## config.mk

```make
export PLATFORM = sky130hd
export DESIGN_NAME = mul_div_seq
export DESIGN_NICKNAME = d
export VERILOG_FILES = /design/src/rtl/mips16_pkg.sv /design/src/rtl/md_carry.sv /design/src/rtl/mul_div_seq.sv
export SDC_FILE = /design/constraint.sdc
export NUM_CORES = 1
export LEC_CHECK = 0
export BUFFER_PORTS_ARGS = -buffer_cell sky130_fd_sc_hd__clkbuf_2
export CAP_MARGIN = 10
export CELL_PAD_IN_SITES_DETAIL_PLACEMENT = 0
export CELL_PAD_IN_SITES_GLOBAL_PLACEMENT = 1
export CORE_MARGIN = 2
export CORE_UTILIZATION = 38
export DETAILED_ROUTE_END_ITERATION = 8
export GPL_TIMING_DRIVEN = 0
export PLACE_DENSITY_LB_ADDON = 0.1
export SYNTH_ARGS = -nofsm -noshare
export SYNTH_HDL_FRONTEND = slang
export SYNTH_SLANG_ARGS = --single-unit
export TNS_END_PERCENT = 20
```

## constraint.sdc

```tcl
create_clock -name clk -period 3.3 [get_ports clk]
set_clock_uncertainty 0.1 [all_clocks]
set_input_delay 0.66 -clock clk [delete_from_list [all_inputs] [get_ports clk]]
set_output_delay 0.66 -clock clk [all_outputs]
set_load 0.02 [all_outputs]
```

## src/rtl/mips16_pkg.sv

```systemverilog
// Shared constants and types for the mips16 core: ALU opcodes and the
// multiply/divide sequencer state encoding.
`timescale 1ns/1ps
package mips16_pkg;

  localparam int MD_WIDTH = 16;

  localparam logic [2:0] ALU_ADD   = 3'b000;
  localparam logic [2:0] ALU_SUB   = 3'b001;
  localparam logic [2:0] ALU_AND   = 3'b010;
  localparam logic [2:0] ALU_OR    = 3'b011;
  localparam logic [2:0] ALU_SLT   = 3'b100;
  localparam logic [2:0] ALU_PASSB = 3'b101;
  localparam logic [2:0] ALU_SRL   = 3'b110;
  localparam logic [2:0] ALU_SLL   = 3'b111;

  typedef enum logic [1:0] {
    MD_IDLE = 2'd0,
    MD_MUL  = 2'd1,
    MD_DIV  = 2'd2,
    MD_DONE = 2'd3
  } md_state_t;

endpackage

```

## src/rtl/md_carry.sv

```systemverilog
// Recovers the carry-out (add) or borrow-out (subtract) of a 16-bit ALU
// operation from the operand and result sign bits alone, since the shared
// ALU does not export its carry chain.
`timescale 1ns/1ps
module md_carry (
  input  logic a15,
  input  logic b15,
  input  logic r15,
  input  logic sub,
  output logic flag
);

  logic carry;
  logic borrow;

  assign carry  = (a15 & b15) | ((a15 | b15) & ~r15);
  assign borrow = (~a15 & b15) | (~(a15 ^ b15) & r15);
  assign flag   = sub ? borrow : carry;

endmodule

```

## src/rtl/mul_div_seq.sv

```systemverilog
// Multi-cycle unsigned 16x16 multiply / 16/16 restoring divide sequencer.
// While busy it borrows the core ALU for one add or subtract per cycle;
// shifting and carry/borrow recovery are done locally.
//
// Handshake: an operation is accepted on a rising edge where start=1 and
// ready=1; op_div/op_a/op_b are sampled on that same edge only. start while
// ready=0 is dropped (no queueing). done pulses for one cycle when hi/lo
// are final; hi/lo/div0 then hold until the next accepted start.
`timescale 1ns/1ps
module mul_div_seq
  import mips16_pkg::*;
#(
  parameter int WIDTH = MD_WIDTH,
  parameter int ITER  = MD_WIDTH
) (
  input  logic             clk,
  input  logic             rst_n,
  input  logic             start,
  input  logic             op_div,
  input  logic [WIDTH-1:0] op_a,
  input  logic [WIDTH-1:0] op_b,
  output logic             ready,
  output logic             busy,
  output logic             done,
  output logic             div0,
  output logic [WIDTH-1:0] hi,
  output logic [WIDTH-1:0] lo,
  output logic [WIDTH-1:0] alu_a,
  output logic [WIDTH-1:0] alu_b,
  output logic [2:0]       alu_ctrl,
  output logic [3:0]       alu_shamt,
  input  logic [WIDTH-1:0] alu_result,
  output md_state_t        state
);

  localparam int CW = $clog2(ITER);
  localparam logic [CW-1:0] LAST = CW'(ITER - 1);

  logic [WIDTH-1:0] opnd;     // multiplicand in MUL, divisor in DIV
  logic [CW-1:0]    cnt;
  logic [WIDTH-1:0] shifted;  // divide: partial remainder shifted left by one
  logic             flag;
  logic             ge;

  assign ready     = (state == MD_IDLE);
  assign busy      = (state == MD_MUL) || (state == MD_DIV);
  assign done      = (state == MD_DONE);
  assign alu_shamt = 4'd0;

  assign shifted = {hi[WIDTH-2:0], lo[WIDTH-1]};
  // The bit shifted out of hi is a 17th remainder bit: if set, the shifted
  // remainder certainly exceeds the divisor regardless of the borrow.
  assign ge = hi[WIDTH-1] | ~flag;

  // Drive the shared ALU only while iterating; parked at ADD of zeros otherwise.
  always_comb begin
    alu_a    = '0;
    alu_b    = '0;
    alu_ctrl = ALU_ADD;
    case (state)
      MD_MUL: begin
        alu_a = hi;
        alu_b = lo[0] ? opnd : '0;
      end
      MD_DIV: begin
        alu_a    = shifted;
        alu_b    = opnd;
        alu_ctrl = ALU_SUB;
      end
      default: ;
    endcase
  end

  md_carry u_carry (
    .a15  (alu_a[WIDTH-1]),
    .b15  (alu_b[WIDTH-1]),
    .r15  (alu_result[WIDTH-1]),
    .sub  (state == MD_DIV),
    .flag (flag)
  );

  // Sequencer state, operand latch, iteration counter and result registers.
  always_ff @(posedge clk or negedge rst_n) begin
    if (!rst_n) begin
      state <= MD_IDLE;
      opnd  <= '0;
      cnt   <= '0;
      hi    <= '0;
      lo    <= '0;
      div0  <= 1'b0;
    end else begin
      case (state)
        MD_IDLE: begin
          if (start) begin
            cnt <= '0;
            if (!op_div) begin
              opnd  <= op_a;
              hi    <= '0;
              lo    <= op_b;
              div0  <= 1'b0;
              state <= MD_MUL;
            end else if (op_b != '0) begin
              opnd  <= op_b;
              hi    <= '0;
              lo    <= op_a;
              div0  <= 1'b0;
              state <= MD_DIV;
            end else begin
              hi    <= op_a;
              lo    <= '1;
              div0  <= 1'b1;
              state <= MD_DONE;
            end
          end
        end
        MD_MUL: begin
          {hi, lo} <= {flag, alu_result, lo[WIDTH-1:1]};
          cnt      <= cnt + 1'b1;
          if (cnt == LAST) state <= MD_DONE;
        end
        MD_DIV: begin
          hi    <= ge ? alu_result : shifted;
          lo    <= {lo[WIDTH-2:0], ge};
          cnt   <= cnt + 1'b1;
          if (cnt == LAST) state <= MD_DONE;
        end
        default: begin
          state <= MD_IDLE;
        end
      endcase
    end
  end

endmodule

```

After elaboration in Yosys (flattened, before gate mapping). Index checks and enable logic that the tools add are counted.

Output and inout bits: 77. Word-level logic and storage cells: 63. Bits in read-only memories: 0. Input bits: 52. Register bits after elaboration: 55. Bits in latches: 0. Memories kept: 0. Memory bits (writable): 0.

Multiplexer cells: 25. Magnitude comparators: 0. Shifts and indexed selects: 0. Divide/modulo/power cells: 0. Equality and inequality tests: 7. Reduce and logical (&&, ||, !) cells: 11. Multiply operators: 0. Add/sub/neg operators: 1. Bitwise gates (word level): 13.

Operators with widths (number): 16-bit 2-to-1 mux (10); 16-bit one-hot mux with 3 select lines (2); 16-bit one-hot mux with 2 select lines (2); 16-bit nonzero test (1); 4-bit one-hot mux with 2 select lines (1); 2-bit AND reduction (4); 2-bit 2-to-1 mux (3); 1-bit 2-to-1 mux (5); 4-bit by 1-bit adder with 4-bit output, second input constant (1); 1-bit bitwise AND (4); 2-bit == test, second input constant (2); 4-bit == test, second input constant (1); 4-bit 2-to-1 mux (1); 2-bit by 1-bit inequality test with 1-bit output, second input constant (2); 1-bit NOT (4); 1-bit bitwise OR (4); 2-bit one-hot mux with 2 select lines (1); 3-bit AND reduction (1); 3-bit nonzero test (1); 2-bit by 1-bit == test with 1-bit output, second input constant (1); 2-bit logical NOT (1); 2-bit inequality test, second input constant (1); 2-bit nonzero test (1); 2-bit OR reduction (1); other kinds (2) (2).

Depth between registers and ports, before layout. Gate-level depths: netlist of the first run.

Depth after elaboration: 11. Gate-level depth with buffers: 14. Gate-level depth less buffers: 11.

By module. From an unflattened synthesis of the first run, not the netlist that was laid out.

Cell total of the unflattened synthesis: 438. Area, all modules: 3970.1 µm².

Modules (own cells, without submodules): mul_div_seq (seq. area each 1376.3 µm², instances 1, cells an instance 429, area each 3896.2 µm²); md_carry (seq. area each 0.0 µm², instances 1, cells an instance 9, area each 73.8 µm²).

Worst setup path before layout of the first run. Ideal clock, no wire load.

Kind: register to register. Start point: register state[0]. End point: register hi[0]. Setup slack: -0.010 ns. Path buffers: 3. Period minus slack after synthesis: 3.310 ns. Cell stages (with the launch flop): 13. Data arrival time: 3.088 ns. Setup time: 0.122 ns. Required time: 3.078 ns. Path through: dfrtp_1 > inv_1 > ha_1 > clkbuf_1 > nor2b_1 > clkbuf_1 > nand2_1 > ha_1 > nor2b_1 > o22ai_1 > clkbuf_1 > o211ai_1 > a2bb2oi_1.

Cells in the longest elaborated chain, start to end: 11. Elaborated cells between the ends (all ways): 23. Those cells by class: eq/ne (3); mux (5); bitwise (12); reduce/logical (3).

Ends and longest elaborated chain: start, declared (line mul_div_seq.sv:33) `output md_state_t state`; start signal, assigned (line mul_div_seq.sv:85) `state <= MD_IDLE;`; start signal, assigned (line mul_div_seq.sv:101) `state <= MD_MUL;`; start signal, assigned (line mul_div_seq.sv:107) `state <= MD_DIV;`; 2-bit == test / 2-bit by 1-bit == test with 1-bit output (equally long branches) (line mul_div_seq.sv:60, mul_div_seq.sv:78, mul_div_seq.sv:92); 16-bit one-hot mux with 2 select lines (line mul_div_seq.sv:60) `case (state)`; 1-bit bitwise XOR (line md_carry.sv:17) `assign borrow = (~a15 & b15) | (~(a15 ^ b15) & r15);`; 1-bit NOT (line md_carry.sv:17); 1-bit bitwise AND (line md_carry.sv:17); 1-bit bitwise OR (line md_carry.sv:17); 1-bit 2-to-1 mux (line md_carry.sv:18) `assign flag = sub ? borrow : carry;`; 1-bit NOT (line mul_div_seq.sv:53) `assign ge = hi[WIDTH-1] | ~flag;`; 1-bit bitwise OR (line mul_div_seq.sv:53); 16-bit 2-to-1 mux (line mul_div_seq.sv:122) `hi <= ge ? alu_result : shifted;`; 16-bit one-hot mux with 3 select lines (line mul_div_seq.sv:92) `case (state)`; end signal, assigned (line mul_div_seq.sv:109) `hi <= op_a;`; end signal, assigned (line mul_div_seq.sv:117) `{hi, lo} <= {flag, alu_result, lo[WIDTH-1:1]};`; end signal, assigned (line mul_div_seq.sv:122); end, declared (line mul_div_seq.sv:26) `output logic [WIDTH-1:0] hi,`.

Several ways; a longest one is shown, not always the timed one. A chain may end at the register's enable or synchronous reset.

Worst setup path after layout of the first run.
Start point: register state[1]. End point: output alu_b[15].

Cells in the longest elaborated chain, start to end: 2. Elaborated cells between the ends (all ways): 3. Those cells by class: eq/ne (2); mux (1).

Ends and longest elaborated chain: 2-bit == test / 2-bit by 1-bit == test with 1-bit output (equally long branches) (line mul_div_seq.sv:60); 16-bit one-hot mux with 2 select lines (*) (line mul_div_seq.sv:60); end, declared (line mul_div_seq.sv:29) `output logic [WIDTH-1:0] alu_b,`.

Mark *: on every way between the ends. The rest lies on a longest branch, timed or not.

==> flow_metrics.py, run 1 <==
metrics = {
    "setup_path": {
        "crit_buf_inv": 5,
        "worst-path-max-fanout": 10,
        "r2r_end": "hi[9]$_DFFE_PN0P_",
        "startpoint_type": "flop",
        "cp-end-kind": "primary output",
        "crit_top_cell": "inv_1",
        "slowest_delay_ns": 0.46,
        "cp.depth": 8,
        "cp_slowest_cell": "dfrtp_1",
        "crit_family": "buffers and inverters",
        "rr_worst_depth": 12,
        "startpoint": "state[1]$_DFFE_PN0P_",
        "worstSetupPathType": "reg2out",
        "rr_startpoint": "state[1]$_DFFE_PN0P_",
        "crit_arrival_ns": 2.35,
        "worstPathRequired_ns": 2.54,
        "crit_end": "alu_b[15]",
        "worstPathCellList": "inv_1 -> ha_2 -> nor2b_4 -> clkbuf_4 -> nand2_1 -> inv_1 -> buf_4 -> clkbuf_2",
        "r2r_setup_slack_ns": 0.22,
    },
    "clocking": {
        "cts_sinks": 55,
        "cts-htree-levels": 2,
        "clock_tree.root_cell": "clkbuf_16",
        "cts_hold_buf": 0,
        "clk_latency_ns": 0.30,
        "cts_buffer_depth": 2,
        "cts_made_buffers": 5,
        "clkTransAtPathRegs_ns": 0.07,
        "cts_tree": "built",
    },
    "yosys": {
        "synth_top_area_frac": 0.318,
        "yosys_warnings": 0,
        "synth_ff_type": "dfrtp_1",
        "synth_edf_count": 0,
        "synth_cell_type_count": 46,
        "syn_area_per_cell_um2": 8.49,
        "synth.area.top_cells": "dfrtp_1 32%, o211ai_1 5.4%, o22ai_1 4.8%",
        "yosysSeqAreaShare": 0.318,
        "async_flop_share": 1.00,
        "synth_cells": 510,
        "ys_ff_latch": 55,
        "synth_top_cell_by_area": "dfrtp_1",
        "synthesis.area_um2": 4330,
    },
    "power": {
        "power.density_nw_per_um2": 1170,
        "p_int_mw": 3.10,
        "switchingPower_mw": 3.19,
        "peakVddDrop_mv": 0.480,
        "clkPwrFrac": 0.110,
        "p_sw_frac": 0.508,
        "power_frac_comb": 0.671,
        "power.total_mw": 6.29,
        "p_leak_nw": 2.39,
        "p_seq_frac": 0.219,
    },
    "global_route": {
        "grtUsageTotal": 0.261,
        "grt_pass1_wl_mm": 25.7,
        "grt-ovfl-total": 0,
        "grt_max_degree": 56,
        "grt_pass1_vias": 4697,
        "antenna_found_initial": 0,
    },
    "route": {
        "via_count": 4876,
        "dr.pass1.iters": 5,
        "vias_per_cell": 6.20,
        "wirelength_mm": 16.1,
        "ant_nets": 0,
        "drtIter0Drc": 413,
        "wl_per_cell_um": 20.5,
        "drc": 0,
    },
    "floorplan": {
        "die_area_um2": 12300,
        "core_region_area_um2": 11000,
        "ios": 129,
        "initial_core_util": 0.394,
        "rows": 38,
        "die_x_um": 111,
        "die_h_um": 111,
    },
    "layout": {
        "diodes": 0,
        "fin_nets": 707,
        "syn_to_final_growth_pct": 24.7,
        "drive_gt1_frac": 0.285,
    },
    "run_status": {
        "outcome": "finished, final reports clean",
    },
    "timing": {
        "setup_viol": 0,
        "grt_setup_unrepaired": "false",
        "worst_pin_slew_ns": 0.952,
        "period_share": 0.941,
        "slew_headroom": 0.364,
        "max_freq_ghz": 0.322,
        "slew_viol_final": 0,
        "timing.setup.tns_ns": 0,
        "hold_violations": 0,
        "min_period_ns": 3.11,
        "hold_ws_ns": 0.378,
    },
    "hold_path": {
        "min_path_type": "in2async",
    },
    "flow_run": {
        "cap_violations": 0,
    },
    "placed_design": {
        "finalWeightedCongestion": 0.894,
        "port_buffers": 122,
        "place.detailed.hpwl_mm": 12.2,
    },
}
[stage by stage]
stage / cells / area, um2 / utilization / worst slack (ns)
CTS: 786 / 5370 / 0.489 / 0.0161
finish: 786 / 5400 / 0.491 / 0.193
global route: 786 / 5400 / 0.491 / 0.0409
detailed placement: 777 / 5140 / 0.468 / -0.902
global placement: 777 / 5140 / 0.468 / -0.823
floorplan: 515 / 4350 / - / 0.123
[registers in the layout, indices dropped and copies added, names as in the netlist]
| register | cells |
|---|---|
| div0 | 1 |
| opnd | 16 |
| state | 2 |
| cnt | 4 |
| hi | 16 |
| lo | 16 |
[worst register-to-register path, delay by kind of cell (launching register included)]
kind                     cells  cell delay (ns)
buffers and inverters        4             0.71
flip-flops                   1             0.46
AND/OR/NAND/NOR              3             0.56
AO/OA/AOI/OAI                3             0.49
adder cells (fa/ha/maj)      2             0.70
[cell usage in the layout, fill, tap and decap left out, types with 4 or more instances in the layout]
| cell type | n |
|---|---|
| nor2_1 | 21 |
| buf_4 | 14 |
| buf_2 | 11 |
| a2bb2oi_1 | 15 |
| o211a_1 | 15 |
| and2_1 | 16 |
| a21oi_1 | 34 |
| a32oi_1 | 15 |
| o211ai_1 | 31 |
| nor3_1 | 16 |
| clkbuf_2 | 128 |
| dfrtp_1 | 54 |
| clkbuf_16 | 5 |
| clkbuf_4 | 4 |
| nand4b_1 | 15 |
| a22oi_1 | 15 |
| or4_4 | 4 |
| ha_1 | 7 |
| conb_1 | 6 |
| a22o_1 | 18 |
| nand4_1 | 30 |
| o22ai_1 | 32 |
| clkbuf_1 | 24 |
| nand3_1 | 6 |
| nor2b_1 | 17 |
| nand2b_1 | 5 |
| inv_1 | 6 |
| buf_1 | 4 |
| nand2_1 | 42 |
[power groups by stage]
stage / sequential [mW] / clock (mW) / combinational (mW)
4_1_cts: 1.37 / 0.705 / 4.14
2_1_floorplan: 1.51 / 0 / 2.68
3_3_place_gp: 1.37 / 0 / 4.01
6_report: 1.38 / 0.692 / 4.22
3_5_place_dp: 1.38 / 0 / 4.05
5_1_grt: 1.43 / 0.725 / 4.57
[worst min-delay path by stage]
stage,endpoint,cells past startpoint
detailed placement,cnt[1]$_DFFE_PN0P_,2
CTS,opnd[1]$_DFFE_PN0P_,1
floorplan,cnt[0]$_DFFE_PN0P_,0
finish,opnd[1]$_DFFE_PN0P_,1
global route,opnd[1]$_DFFE_PN0P_,1
global placement,cnt[1]$_DFFE_PN0P_,2
[metal layers]
layer	track usage	wire length (um)	vias up
li1	-	-	2239
met1	0.376	7400	2360
met2	0.414	7250	254
met3	0.0334	1120	23
met4	0.0708	325	0
met5	0	0	-
[layout make-up]
class | count | area, um2
plain buffers | 64 | 360
clock buffers | 6 | 129
clock inverters | 2 | 60.1
fillers | 1094 | 5590
inverters | 7 | 26.3
multi-input cells | 388 | 2640
flip-flops and latches | 55 | 1380
well taps | 140 | 175
repair buffers | 124 | 628
[kinds of logic after synthesis]
| logic type | share of synthesized area |
|---|---|
| compound gates | 0.325 |
| fa+ha+maj | 0.0289 |
| buf+inv | 0.0841 |
| flops | 0.318 |
| mux | 0.00491 |
| other cells | 0.000866 |
| simple gates | 0.238 |
[synthesized netlist by cell type (all sizes together), types with 2 or more instances]
cell type  number
and2           16
ha             10
a22o           18
a22oi          15
clkbuf         34
o211ai         31
nand3           6
nand2          42
nand4          30
nor4            3
inv             6
o211a          15
dfrtp          55
a21oi          34
nor2           21
nand4b         15
o221ai          3
or4             5
nor2b          19
a2bb2oi        15
o21ai           2
nand2b          6
nor3           16
o22ai          34
a32oi          15
buf            31
[what timing repair did]
action                                  CTS  global route
resized for setup                        14            20
setup buffers                             2             0
pin swaps                                 1             0
endpoints found under the setup margin   43            34
No activity file was read; power rests on OpenSTA's default activity.
==> run 2, diff against run 1 <==
--- a/config.mk
+++ b/config.mk
@@ -8,5 +8,5 @@
 export BUFFER_PORTS_ARGS = -buffer_cell sky130_fd_sc_hd__clkbuf_2
 export CAP_MARGIN = 10
-export CELL_PAD_IN_SITES_DETAIL_PLACEMENT = 0
+export CELL_PAD_IN_SITES_DETAIL_PLACEMENT = 1
 export CELL_PAD_IN_SITES_GLOBAL_PLACEMENT = 1
 export CORE_MARGIN = 2
==> constraint.sdc (replaced) <==
create_clock -name clk -period 3.3 [get_ports clk]
set_clock_uncertainty 0.1 [all_clocks]
set_input_delay 0.66 -clock clk [delete_from_list [all_inputs] [get_ports clk]]
set_output_delay 0.66 -clock clk [all_outputs]
set_load 0.01 [all_outputs]
==> flow_metrics.py, run 2 (same netlist as run 1, synthesis figures left out) <==
metrics = {
    "route": {
        "ant_nets": 0,
        "wirelength_mm": 17.4,
        "dr.pass1.iters": 7,
        "wl_per_cell_um": 22.2,
        "via_count": 4944,
        "vias_per_cell": 6.28,
        "drtIter0Drc": 330,
        "drc": 0,
    },
    "clocking": {
        "cts_tree": "built",
        "cts_made_buffers": 5,
        "cts_hold_buf": 0,
        "cts_buffer_depth": 2,
        "cts-htree-levels": 2,
        "clk_latency_ns": 0.30,
        "clkTransAtPathRegs_ns": 0.08,
        "clock_tree.root_cell": "clkbuf_16",
        "cts_sinks": 55,
    },
    "setup_path": {
        "startpoint": "state[0]$_DFFE_PN0P_",
        "rr_worst_depth": 13,
        "worst-path-max-fanout": 10,
        "r2r_end": "hi[8]$_DFFE_PN0P_",
        "startpoint_type": "flop",
        "worstPathRequired_ns": 3.38,
        "rr_startpoint": "state[0]$_DFFE_PN0P_",
        "crit_arrival_ns": 3.23,
        "crit_end": "hi[8]$_DFFE_PN0P_",
        "r2r_setup_slack_ns": 0.15,
        "cp-end-kind": "flop",
        "worstSetupPathType": "reg2reg",
    },
    "layout": {
        "multi_input_area_um2": 2650,
        "drive_gt1_frac": 0.283,
        "top_regs": "hi (16), lo (16), opnd (16)",
        "diodes": 0,
        "finish.instance_area_um2": 5370,
        "fin_nets": 708,
        "final_cell_mix": "125 x clkbuf_2, 54 x dfrtp_1, 42 x nand2_1, 33 x a21oi_1, 32 x o22ai_1",
        "fillers": 1361,
        "utilization": 0.489,
        "ff_latch_area_um2": 1380,
        "syn_to_final_growth_pct": 24.0,
        "final_common_cell": "clkbuf_2",
    },
    "hold_path": {
        "min_path_type": "in2async",
    },
    "floorplan": {
        "ios": 129,
        "die_x_um": 111,
        "initial_core_util": 0.394,
        "core_region_area_um2": 11000,
        "rows": 38,
        "die_h_um": 111,
        "die_area_um2": 12300,
    },
    "power": {
        "power.density_nw_per_um2": 1110,
        "p_sw_frac": 0.502,
        "switchingPower_mw": 2.99,
        "p_int_mw": 2.97,
        "clkPwrFrac": 0.091,
        "p_leak_nw": 2.37,
        "peakVddDrop_mv": 0.437,
        "power_frac_comb": 0.677,
        "p_seq_frac": 0.232,
    },
    "global_route": {
        "grt_pass1_vias": 4966,
        "antenna_found_initial": 0,
        "grt-ovfl-total": 0,
        "grt_max_degree": 56,
        "grtUsageTotal": 0.275,
        "grt_pass1_wl_mm": 27.3,
    },
    "placed_design": {
        "place.detailed.hpwl_mm": 13.2,
        "place_area_um2": 5130,
        "pre_cts_ws_ns": -1.16,
        "finalWeightedCongestion": 0.889,
        "port_buffers": 122,
    },
    "timing": {
        "slew_viol_final": 0,
        "worst_pin_slew_ns": 0.982,
        "timing.setup.tns_ns": 0,
        "fin_ws_ns": 0.147,
        "max_freq_ghz": 0.317,
        "slew_headroom": 0.344,
        "min_period_ns": 3.15,
        "setup_viol": 0,
        "period_share": 0.956,
        "hold_ws_ns": 0.373,
        "grt_setup_unrepaired": "true",
        "hold_violations": 0,
    },
    "run_status": {
        "outcome": "finished, final reports clean",
    },
    "flow_run": {
        "cap_violations": 0,
    },
}
[run 2: cell count changes in the layout (fill, tap and decap cells not counted)]
cell	delta
a21oi_1	-1
a21oi_2	+1
buf_4	+1
bufinv_16	-2
clkbuf_1	+4
clkbuf_2	-3
clkbuf_4	-1
clkbuf_8	+1
clkinv_2	+1
nand2b_1	-1
nand2b_4	+1
[run 2: worst max-delay path: stages, from the launching register on]
cell and delay [ns]:
dfrtp_2 0.46, inv_1 0.14, ha_2 0.26, buf_4 0.21, a21oi_2 0.06, nor2b_4 0.18, clkbuf_4 0.23, nand2_1 0.15
inv_1 0.15, ha_2 0.26, clkbuf_1 0.38, nand4b_1 0.20, o211ai_1 0.11, a2bb2oi_1 0.14
[run 2: worst min path at each step]
stage / from / cells past startpoint / endpoint / slack (ns)
floorplan: rst_n / 0 / cnt[0]$_DFFE_PN0P_ / 0.26
global placement: cnt[1]$_DFFE_PN0P_ / 2 / cnt[1]$_DFFE_PN0P_ / 0.38
detailed placement: cnt[1]$_DFFE_PN0P_ / 2 / cnt[1]$_DFFE_PN0P_ / 0.41
CTS: rst_n / 1 / opnd[1]$_DFFE_PN0P_ / 0.41
global route: rst_n / 1 / opnd[1]$_DFFE_PN0P_ / 0.45
finish: rst_n / 1 / opnd[3]$_DFFE_PN0P_ / 0.37
[run 2: repair_timing]
item	4_1_cts	5_1_grt
pin swaps	1	0
gates resized for setup	19	10
buffers inserted	1	2
endpoints found under the hold margin	0	0
setup endpoints to repair	43	34
[run 2: final cells by class]
| cell class | instances | share of cell area |
|---|---|---|
| clock buffers | 7 | 0.0247 |
| multi-input cells | 388 | 0.494 |
| flip-flops and latches | 55 | 0.257 |
| well taps | 140 | 0.0326 |
| repair buffers | 125 | 0.118 |
| plain buffers | 64 | 0.0676 |
| clock inverters | 1 | 0.000933 |
| inverters | 7 | 0.00490 |
[run 2: stage by stage]
| step | power [mW] | std cells |
|---|---|---|
| CTS | 5.86 | 785 |
| global route | 6.38 | 787 |
| global placement | 5.06 | 777 |
| detailed placement | 5.22 | 777 |
| floorplan | 3.88 | 515 |
| finish | 5.96 | 787 |
[run 2: power by group through the flow]
stage	registers, mW	clock network, mW	logic, mW
2_1_floorplan	1.36	0	2.52
3_3_place_gp	1.37	0	3.70
3_5_place_dp	1.39	0	3.83
4_1_cts	1.37	0.544	3.94
5_1_grt	1.43	0.572	4.38
6_report	1.38	0.542	4.03
[run 2: routing by layer]
layer | vias up | wire (um) | GRT usage | share of wire
li1 | 2241 | - | - | -
met1 | 2500 | 8000 | 0.391 | 0.46
met2 | 187 | 8330 | 0.453 | 0.48
met3 | 16 | 905 | 0.0350 | 0.052
met4 | 0 | 203 | 0.0517 | 0.012
met5 | - | 0 | 0 | 0
==> run 3, diff against run 2 <==
- SETUP_SLACK_MARGIN: not set -> 0.15
- TNS_END_PERCENT: 20 -> 100
==> flow_metrics.py, run 3 (same netlist as run 1, synthesis figures left out) <==
metrics = {
    "run_status": {
        "outcome": "finished, final reports clean",
    },
    "setup_path": {
        "worst-path-max-fanout": 10,
        "cp-end-kind": "primary output",
        "startpoint_type": "flop",
        "crit_arrival_ns": 2.34,
        "worstSetupPathType": "reg2out",
        "worstPathRequired_ns": 2.54,
    },
    "placed_design": {
        "finalWeightedCongestion": 0.894,
        "post-place-cells": 777,
        "place_area_um2": 5140,
        "port_buffers": 122,
        "pre_cts_ws_ns": -0.930,
        "place.detailed.hpwl_mm": 13.0,
    },
    "floorplan": {
        "initial_core_util": 0.394,
        "die_x_um": 111,
        "rows": 38,
        "die_area_um2": 12300,
        "ios": 129,
        "die_h_um": 111,
        "core_region_area_um2": 11000,
    },
    "global_route": {
        "grtUsageTotal": 0.281,
        "grt_pass1_vias": 4985,
        "antenna_found_initial": 0,
        "grt_max_degree": 56,
        "grt-ovfl-total": 0,
        "grt_pass1_wl_mm": 27.6,
    },
    "clocking": {
        "cts_hold_buf": 0,
        "clock_tree.root_cell": "clkbuf_16",
        "cts_sinks": 55,
        "cts-htree-levels": 2,
        "clkTransAtPathRegs_ns": 0.08,
        "clk_latency_ns": 0.31,
        "cts_tree": "built",
        "cts_buffer_depth": 2,
        "cts_made_buffers": 5,
    },
    "layout": {
        "final_cell_mix": "128 x clkbuf_2, 53 x dfrtp_1, 41 x nand2_1, 34 x a21oi_1, 32 x o22ai_1",
        "fin_nets": 713,
        "diodes": 0,
        "final_common_cell": "clkbuf_2",
        "utilization": 0.499,
        "top_regs": "hi (16), lo (16), opnd (16)",
        "fillers": 1371,
        "final_cells": 792,
        "syn_to_final_growth_pct": 26.6,
        "drive_gt1_frac": 0.302,
        "finish.instance_area_um2": 5480,
    },
    "route": {
        "drc": 0,
        "dr.pass1.iters": 5,
        "vias_per_cell": 6.26,
        "drtIter0Drc": 364,
        "via_count": 4959,
        "wirelength_mm": 17.7,
        "wl_per_cell_um": 22.4,
        "ant_nets": 0,
    },
    "timing": {
        "period_share": 0.939,
        "worst_pin_slew_ns": 1.03,
        "fin_ws_ns": 0.200,
        "min_period_ns": 3.10,
        "hold_violations": 0,
        "max_freq_ghz": 0.323,
        "slew_headroom": 0.312,
        "slew_viol_final": 0,
        "grt_setup_unrepaired": "false",
        "setup_viol": 0,
    },
    "hold_path": {
        "min_path_type": "in2async",
    },
    "power": {
        "power.density_nw_per_um2": 1130,
        "power.total_mw": 6.18,
        "p_leak_nw": 2.43,
        "peakVddDrop_mv": 0.443,
    },
    "flow_run": {
        "cap_violations": 0,
    },
}
## run 3: changes by cell type in the layout (fill, tap and decap cells not counted), sizes merged
| cell | before | now |
|---|---|---|
| buf | 34 | 40 |
| clkbuf | 162 | 160 |
| bufinv | 0 | 1 |
## run 3: power breakdown
| part | total (mW) | leakage [nW] | internal [mW] | switching, mW |
|---|---|---|---|---|
| registers | 1.38 | 0.661 | 1.01 | 0.371 |
| logic | 4.14 | 1.68 | 1.74 | 2.40 |
| clock network | 0.656 | 0.0868 | 0.379 | 0.277 |
## run 3: per-stage QoR
stage / setup TNS, ns / hold slack (ns)
2_1_floorplan: 0 / 0.264
3_3_place_gp: -11.44 / 0.386
3_5_place_dp: -13.10 / 0.400
4_1_cts: 0 / 0.406
5_1_grt: 0 / 0.434
6_report: 0 / 0.375
## run 3: critical path, stage by stage (launching register included)
cell,delay [ns]
dfrtp_1,0.39
clkbuf_1,0.41
clkbuf_1,0.46
a22o_1,0.22
nand2_1,0.16
inv_1,0.14
buf_4,0.11
clkbuf_2,0.12
## run 3: path summary, 6_finish.rpt
path                                    start                   end  slack, ns  cells past startpoint
max                        hi[15]$_DFFE_PN0P_             alu_a[15]       0.20                      7
min                                     rst_n   opnd[1]$_DFFE_PN0P_       0.37                      1
max in group asynchronous               rst_n  state[1]$_DFFE_PN0P_       2.14                      1
min in group clk           cnt[1]$_DFFE_PN0P_    cnt[1]$_DFFE_PN0P_       0.42                      2
min reg2reg                cnt[1]$_DFFE_PN0P_    cnt[1]$_DFFE_PN0P_       0.42                      2
max reg2reg                hi[15]$_DFFE_PN0P_    hi[11]$_DFFE_PN0P_       0.27                     10
## run 3: final cells by class
type | instances | area (um2) | share of cell area
multi-input combinational | 388 | 2690 | 0.491
clock inverter | 2 | 35.0 | 0.00639
inverter | 7 | 26.3 | 0.00480
clock buffer | 6 | 139 | 0.0253
timing repair buffer | 129 | 666 | 0.121
buffer | 65 | 369 | 0.0674
tap | 140 | 175 | 0.0320
sequential | 55 | 1380 | 0.252
## run 3: timing repair
action / CTS / global route
pin swaps: 1 / 0
gates resized for setup: 26 / 17
gates cloned: 0 / 0
setup endpoints to repair: 49 / 33
setup buffers: 2 / 5
## run 3: metal layers
| metal | track usage | part of all wire | vias to the layer above |
|---|---|---|---|
| li1 | - | - | 2249 |
| met1 | 0.397 | 0.45 | 2474 |
| met2 | 0.449 | 0.46 | 200 |
| met3 | 0.0323 | 0.056 | 36 |
| met4 | 0.0925 | 0.027 | 0 |
| met5 | 0 | 0 | - |
